===== config.mk =====
export PLATFORM = sky130hd
export DESIGN_NAME = imem_loader
export DESIGN_NICKNAME = d
export VERILOG_FILES = /design/src/rtl/imem_loader.sv
export SDC_FILE = /design/constraint.sdc
export NUM_CORES = 1
export LEC_CHECK = 0
export BUFFER_PORTS_ARGS = -buffer_cell sky130_fd_sc_hd__buf_2
export CAP_MARGIN = 20
export CORE_MARGIN = 2
export CORE_UTILIZATION = 60
export CTS_CLUSTER_SIZE = 14
export DETAILED_ROUTE_END_ITERATION = 10
export GPL_TIMING_DRIVEN = 0
export PLACE_DENSITY_LB_ADDON = 0.08
export SLEW_MARGIN = 30
export SYNTH_ARGS = -nofsm -noshare
export SYNTH_HDL_FRONTEND = slang
export SYNTH_SLANG_ARGS = --single-unit

===== constraint.sdc =====
create_clock -name clk -period 4.95 [get_ports clk]
set_input_delay 0.495 -clock clk [delete_from_list [all_inputs] [get_ports clk]]
set_output_delay 0.495 -clock clk [all_outputs]
set_load 0.01 [all_outputs]

===== src/rtl/imem_loader.sv =====
`timescale 1ns/1ps
// Byte-stream loader for the instruction store: packs big-endian bytes into
// 32-bit words, writes them at consecutive word addresses, and stalls the CPU until done.
module imem_loader #(
  parameter int ADDR_W = 16
) (
  input  logic              clk,
  input  logic              rst_n,
  input  logic              start,
  input  logic [ADDR_W-1:0] base_addr,
  input  logic [ADDR_W:0]   word_count,
  input  logic              in_valid,
  input  logic [7:0]        in_data,
  output logic              in_ready,
  output logic              wr_en,
  output logic [ADDR_W-1:0] wr_addr,
  output logic [31:0]       wr_data,
  output logic              busy,
  output logic              done,
  output logic [ADDR_W:0]   loaded_words,
  output logic [31:0]       checksum,
  output logic              cpu_hold
);

  typedef enum logic [1:0] {
    IDLE  = 2'd0,
    RECV  = 2'd1,
    WRITE = 2'd2,
    DONE  = 2'd3
  } state_t;

  state_t            state;
  state_t            state_nx;
  logic [ADDR_W-1:0] base_q;
  logic [ADDR_W:0]   count_q;
  logic [1:0]        byte_idx;
  logic [23:0]       shift;
  logic              accept;
  logic              start_go;
  logic [ADDR_W:0]   words_next;

  assign accept     = in_valid & in_ready;
  assign start_go   = (state == IDLE) & start;
  assign words_next = loaded_words + {{ADDR_W{1'b0}}, 1'b1};

  // Next-state decode
  always_comb begin
    state_nx = state;
    case (state)
      IDLE: begin
        if (start) begin
          state_nx = (word_count == {(ADDR_W+1){1'b0}}) ? DONE : RECV;
        end else begin
          state_nx = IDLE;
        end
      end
      RECV: begin
        if (accept && (byte_idx == 2'd3)) begin
          state_nx = WRITE;
        end else begin
          state_nx = RECV;
        end
      end
      WRITE: begin
        if (words_next == count_q) begin
          state_nx = DONE;
        end else begin
          state_nx = RECV;
        end
      end
      DONE:    state_nx = IDLE;
      default: state_nx = IDLE;
    endcase
  end

  // State, datapath and registered outputs; outputs are decoded from the next state
  // so they line up with the state they describe.
  always_ff @(posedge clk or negedge rst_n) begin
    if (!rst_n) begin
      state        <= IDLE;
      base_q       <= {ADDR_W{1'b0}};
      count_q      <= {(ADDR_W+1){1'b0}};
      byte_idx     <= 2'd0;
      shift        <= 24'd0;
      in_ready     <= 1'b0;
      wr_en        <= 1'b0;
      wr_addr      <= {ADDR_W{1'b0}};
      wr_data      <= 32'd0;
      busy         <= 1'b0;
      done         <= 1'b0;
      loaded_words <= {(ADDR_W+1){1'b0}};
      checksum     <= 32'd0;
      cpu_hold     <= 1'b1;
    end else begin
      state    <= state_nx;
      in_ready <= (state_nx == RECV);
      busy     <= (state_nx != IDLE);
      done     <= (state_nx == DONE);
      wr_en    <= (state_nx == WRITE);

      if (start_go) begin
        base_q       <= base_addr;
        count_q      <= word_count;
        loaded_words <= {(ADDR_W+1){1'b0}};
        checksum     <= 32'd0;
        byte_idx     <= 2'd0;
      end else if (state == WRITE) begin
        loaded_words <= words_next;
        checksum     <= checksum ^ wr_data;
      end else if ((state == RECV) && accept) begin
        shift    <= {shift[15:0], in_data};
        byte_idx <= byte_idx + 2'd1;
      end else begin
        shift <= shift;
      end

      // The 4th byte bypasses the shifter so the word is complete on entry to WRITE
      if ((state == RECV) && (state_nx == WRITE)) begin
        wr_addr <= base_q + loaded_words[ADDR_W-1:0];
        wr_data <= {shift, in_data};
      end else begin
        wr_addr <= wr_addr;
      end

      if (state_nx == DONE) begin
        cpu_hold <= 1'b0;
      end else if (start_go) begin
        cpu_hold <= 1'b1;
      end else begin
        cpu_hold <= cpu_hold;
      end
    end
  end

endmodule


==> Yosys cells after proc, flatten, opt, wreduce, memory -nomap -nowiden <==
Index checks and enable logic that the tools add are counted.
{ "totals": {"regBits": 163, "latchBits": 0, "ram_bits": 0, "rom_bits": 0, "out_inout_bits": 102, "word_cells": 56, "mem_count": 0} }
{ "classes": {"n_addsub": 3, "mul": 0, "n_div": 0, "order_cmp": 0, "n_eq_ne": 9, "n_shift": 0, "n_mux": 14, "bitwise": 5, "reduce_logical": 11} }
{ "op_table": {"columns": ["cell", "n"], "rows": [
  ["two-way mux 32 bit", 2],
  ["two-way mux 17 bit", 2],
  ["bitwise XOR 32 bit", 1],
  ["adder 17 x 1 -> 17 bit (second input constant)", 1],
  ["equality test 17 bit", 1],
  ["logical NOT 17 bit", 1],
  ["adder 16 bit", 1],
  ["two-way mux 2 bit", 7],
  ["equality test 2 bit (second input constant)", 5],
  ["one-hot mux 2 bit (4 select lines)", 1],
  ["nonzero test 2 bit", 4],
  ["equality test 2 x 1 -> 1 bit (second input constant)", 2],
  ["logical AND 1 bit", 3],
  ["AND reduction 3 bit", 1],
  ["adder 2 x 1 -> 2 bit (second input constant)", 1],
  ["AND 1 bit", 2],
  ["logical NOT 2 bit", 1],
  ["two-way mux 1 bit", 2],
  ["!= test 2 bit (second input constant)", 1],
  ["inverter 1 bit", 2],
  ["AND reduction 2 bit", 1]
]} }

==> Depth between registers and ports, before layout <==
{ "depth": {"word_depth": 6, "ltp_mapped": 10} }

==> Worst setup path after synthesis <==
Ideal clock, no wire load.
{ "synth_timing": {"kind": "flip-flop to flip-flop", "start": "reg loaded_words[0]", "end": "reg wr_addr[12]", "t_arrival_ns": 2.205, "t_required_ns": 4.867, "slack_ns": 2.662, "path_stages_with_launch": 11, "path_buffers": 0, "synth_period_minus_slack_ns": 2.288, "cell_sequence": "dfrtp_1 > ha_1 > inv_1 > fa_1 > nand2b_1 > a21oi_1 > o21ai_0 > a21oi_1 > a311oi_1 > xor2_1 > o21ai_0"} }
{ "synth_between": {"elab_chain_len": 6} }
{ "synth_rtl": {"columns": ["element", "line_no", "rtl"], "rows": [
  ["from (decl)", "20", "output logic [ADDR_W:0] loaded_words,"],
  ["from (signal assigned)", "91", "loaded_words <= {(ADDR_W+1){1'b0}};"],
  ["from (signal assigned)", "104", "loaded_words <= {(ADDR_W+1){1'b0}};"],
  ["from (signal assigned)", "108", "loaded_words <= words_next;"],
  ["adder 17 x 1 -> 17 bit", "44", "assign words_next = loaded_words + {{ADDR_W{1'b0}}, 1'b1};"],
  ["equality test 17 bit", "65", "if (words_next == count_q) begin"],
  ["two-way mux 2 bit", "65", null],
  ["one-hot mux 2 bit (4 select lines)", "49", "case (state)"],
  ["equality test 2 bit", "118", "if ((state == RECV) && (state_nx == WRITE)) begin"],
  ["logical AND 1 bit", "118", null],
  ["to (signal assigned)", "87", "wr_addr <= {ADDR_W{1'b0}};"],
  ["to (signal assigned)", "119", "wr_addr <= base_q + loaded_words[ADDR_W-1:0];"],
  ["to (signal assigned)", "122", "wr_addr <= wr_addr;"],
  ["to (decl)", "16", "output logic [ADDR_W-1:0] wr_addr,"]
]} }
Several ways; a longest one is shown, not always the timed one.
A chain may end at the register's enable or synchronous reset.

==> Worst setup path after layout <==
Same ends and word-level chain as after synthesis.

==> impl_metrics.yaml <==
synthesis:
  synth_cell_types: 55
  synth_area_sq_um: 7689
  synth_cells: 819
  synth.avg_cell_area_sq_um: 9.388
  synth_top_flop_cell: "dfrtp_1"
  synth_edf_count: 0
  async_flop_share_pct: 100.0
  synth.net_count: 882
  synth_seq_cells: 163
  synth_warnings: 0
  yosysSeqAreaShare_pct: 53.07
global_route:
  grt_pass1_wl_mm: 29.57
  grtUsageTotal_pct: 28.22
  grt_max_degree: 87
  grt_pass1_vias: 5877
  grt.overflow.total: 0
  antenna_found_initial: 0
timing:
  setup_tns_ps: 0
  rsz0062_at_grt: "no"
  finalClockSkew_ps: 7.166
  hold_ws_ps: 41.78
  fin_crit_ps: 2662
  setup_viol: 0
  max_freq_mhz: 375.7
  worst_pin_slew_ps: 715.7
  relSlewSlack_pct: 52.11
  hold_viol_final: 0
  final.period_utilization_pct: 53.77
  final_max_slew_viol_count: 0
clocking:
  clock_sinks: 163
  cts_tree: "yes"
  clk_path_buf_depth: 2
  cts_max_level: 4
  path_clk_slew_ps: 60
  postCtsHoldBufs: 0
  post-cts-setup-buffer-count: 0
  clockRootBuffer: "clkbuf_16"
  cts_repair_resize_count: 0
  cts_buffers: 17
  worstSkewPairLatency_ps: 430
detailed_routing:
  finalWirelength_mm: 18.61
  drt_pass1_iterations: 5
  drc_errors: 0
  post_drt_wl_per_cell_microns: 15.92
  drtIter0Drc: 346
  via_per_inst: 5.461
  vias: 6384
  postRouteAntennaNets: 0
layout:
  final_nets: 1048
  diodes: 0
  drive_above_1_share_pct: 23.57
  utilization_pct: 73.59
  final_cell_mix: "245 x nand2_1, 162 x dfrtp_1, 148 x buf_2"
  layout_commonest_cell: "nand2_1"
  area_growth_pct: 20.29
  finalInstanceArea_sq_um: 9249
run_status:
  status: "completed"
floorplanning:
  pin_count: 147
  core_sq_um: 12570
  die_width_microns: 117.2
  rows: 41
  dieArea_sq_um: 13740
  dieHeight_microns: 117.2
  initial_core_util_pct: 61.17
worst_setup_path:
  startpoint_type: "flop"
  required_ps: 5290
  critPathCaptureType: "flop"
  path_max_fanout: 8
  rr_worst_depth: 10
  worst-setup-path-type: "reg -> reg"
  r2r_slack_ps: 2290
  timing.rr.start: "loaded_words[0]"
  r2r-end: "wr_addr[12]"
  crit_start: "loaded_words[0]"
  cp.arrival_ps: 3000
power_and_ir_drop:
  powerDensity_nw_per_um2: 526.1
  peakVddDrop_v: 0.0003541
  p_total_mw: 4.866
  leakage_nw: 4.695
placement:
  dpl_cell_area_sq_um: 8672
  dp_hpwl_mm: 13.26
  io_buffers: 146
  place_congestion: 0.9126
run:
  drv_cap: 0
hold_path:
  worstHoldPathType: "in -> async"
-- synth_stat cells (7+ instances only) --
master | instances | area [sq um]
a31oi_1 | 9 | 56.30
nand4_1 | 8 | 50.05
nand2_1 | 245 | 919.6
clkbuf_1 | 27 | 101.4
o21ai_0 | 106 | 530.5
nand3_1 | 11 | 55.05
o31ai_1 | 7 | 52.55
mux2_2 | 33 | 371.6
a21oi_1 | 16 | 80.08
xnor2_1 | 23 | 201.4
nor2_1 | 54 | 202.7
dfrtp_1 | 162 | 4054
ha_1 | 17 | 212.7
xor2_1 | 12 | 105.1
inv_1 | 7 | 26.28
-- logic make-up after synthesis --
logic type / after synthesis / synth area share [%]
and+or+nand+nor: 357 / 19.84
DFF: 163 / 53.07
AOI/OAI and AO/OA: 158 / 11.59
buffers and inverters: 51 / 2.815
xor gates and xnor gates: 37 / 4.573
muxes: 35 / 5.094
adders and majority gates: 18 / 3.027
-- layout make-up --
cell class	count	area, sq um
plain buffers	42	182.7
clock buffers	25	505.5
inverters	9	33.78
well taps	172	215.2
flip-flops and latches	163	4080
clock inverters	6	71.32
repair buffers	147	768.2
multi-input cells	605	3392
fillers	958	3319
-- routing by layer --
layer | wire length, microns | vias up | global-route usage (%) | part of all wire (%)
met1 | 8985 | 3068 | 41.25 | 48
met5 | 0 | - | 0 | 0
met3 | 1029 | 24 | 5.664 | 5.5
li1 | - | 3104 | - | -
met2 | 8292 | 188 | 42.91 | 45
met4 | 298 | 0 | 8.784 | 1.6
-- worst max path at each step --
stage | endpoint | slack [ps] | cells after the start
2_1_floorplan | wr_addr[12] | 2660 | 10
3_3_place_gp | checksum[10] | 950 | 1
3_5_place_dp | wr_addr[12] | 2350 | 10
4_1_cts | wr_addr[12] | 2320 | 10
5_1_grt | wr_addr[12] | 2070 | 10
6_report | wr_addr[12] | 2290 | 10
-- registers in the layout (all words and copies together) (netlist names) --
name / cells
loaded_words: 17
count_q: 17
byte_idx: 2
done: 1
busy: 1
wr_data: 32
in_ready: 1
base_q: 16
wr_addr: 16
cpu_hold: 1
wr_en: 1
checksum: 32
shift: 24
state: 2
-- critical path, cell delays in order (launching register included) --
cell,delay (ps)
dfrtp_1,520
ha_1,220
inv_1,50
fa_1,410
nand2b_1,190
a21oi_1,140
o21ai_0,130
a21oi_1,370
a311oi_1,180
xor2_1,170
o21ai_0,180
-- report_power, final --
group	switching, mW	total (mW)	leakage, nW	internal, mW
clock	0.520	1.28	0.276	0.759
combinational	0.791	1.44	2.31	0.647
sequential	0.372	2.15	2.11	1.78
-- per-stage QoR --
step                std cells  worst slack [ps]
finish                   1169              2288
global route             1169              2069
CTS                      1169              2321
detailed placement       1138              2352
global placement         1137             950.4
floorplan                 819              2662
Power figures use the tool's default switching activity.
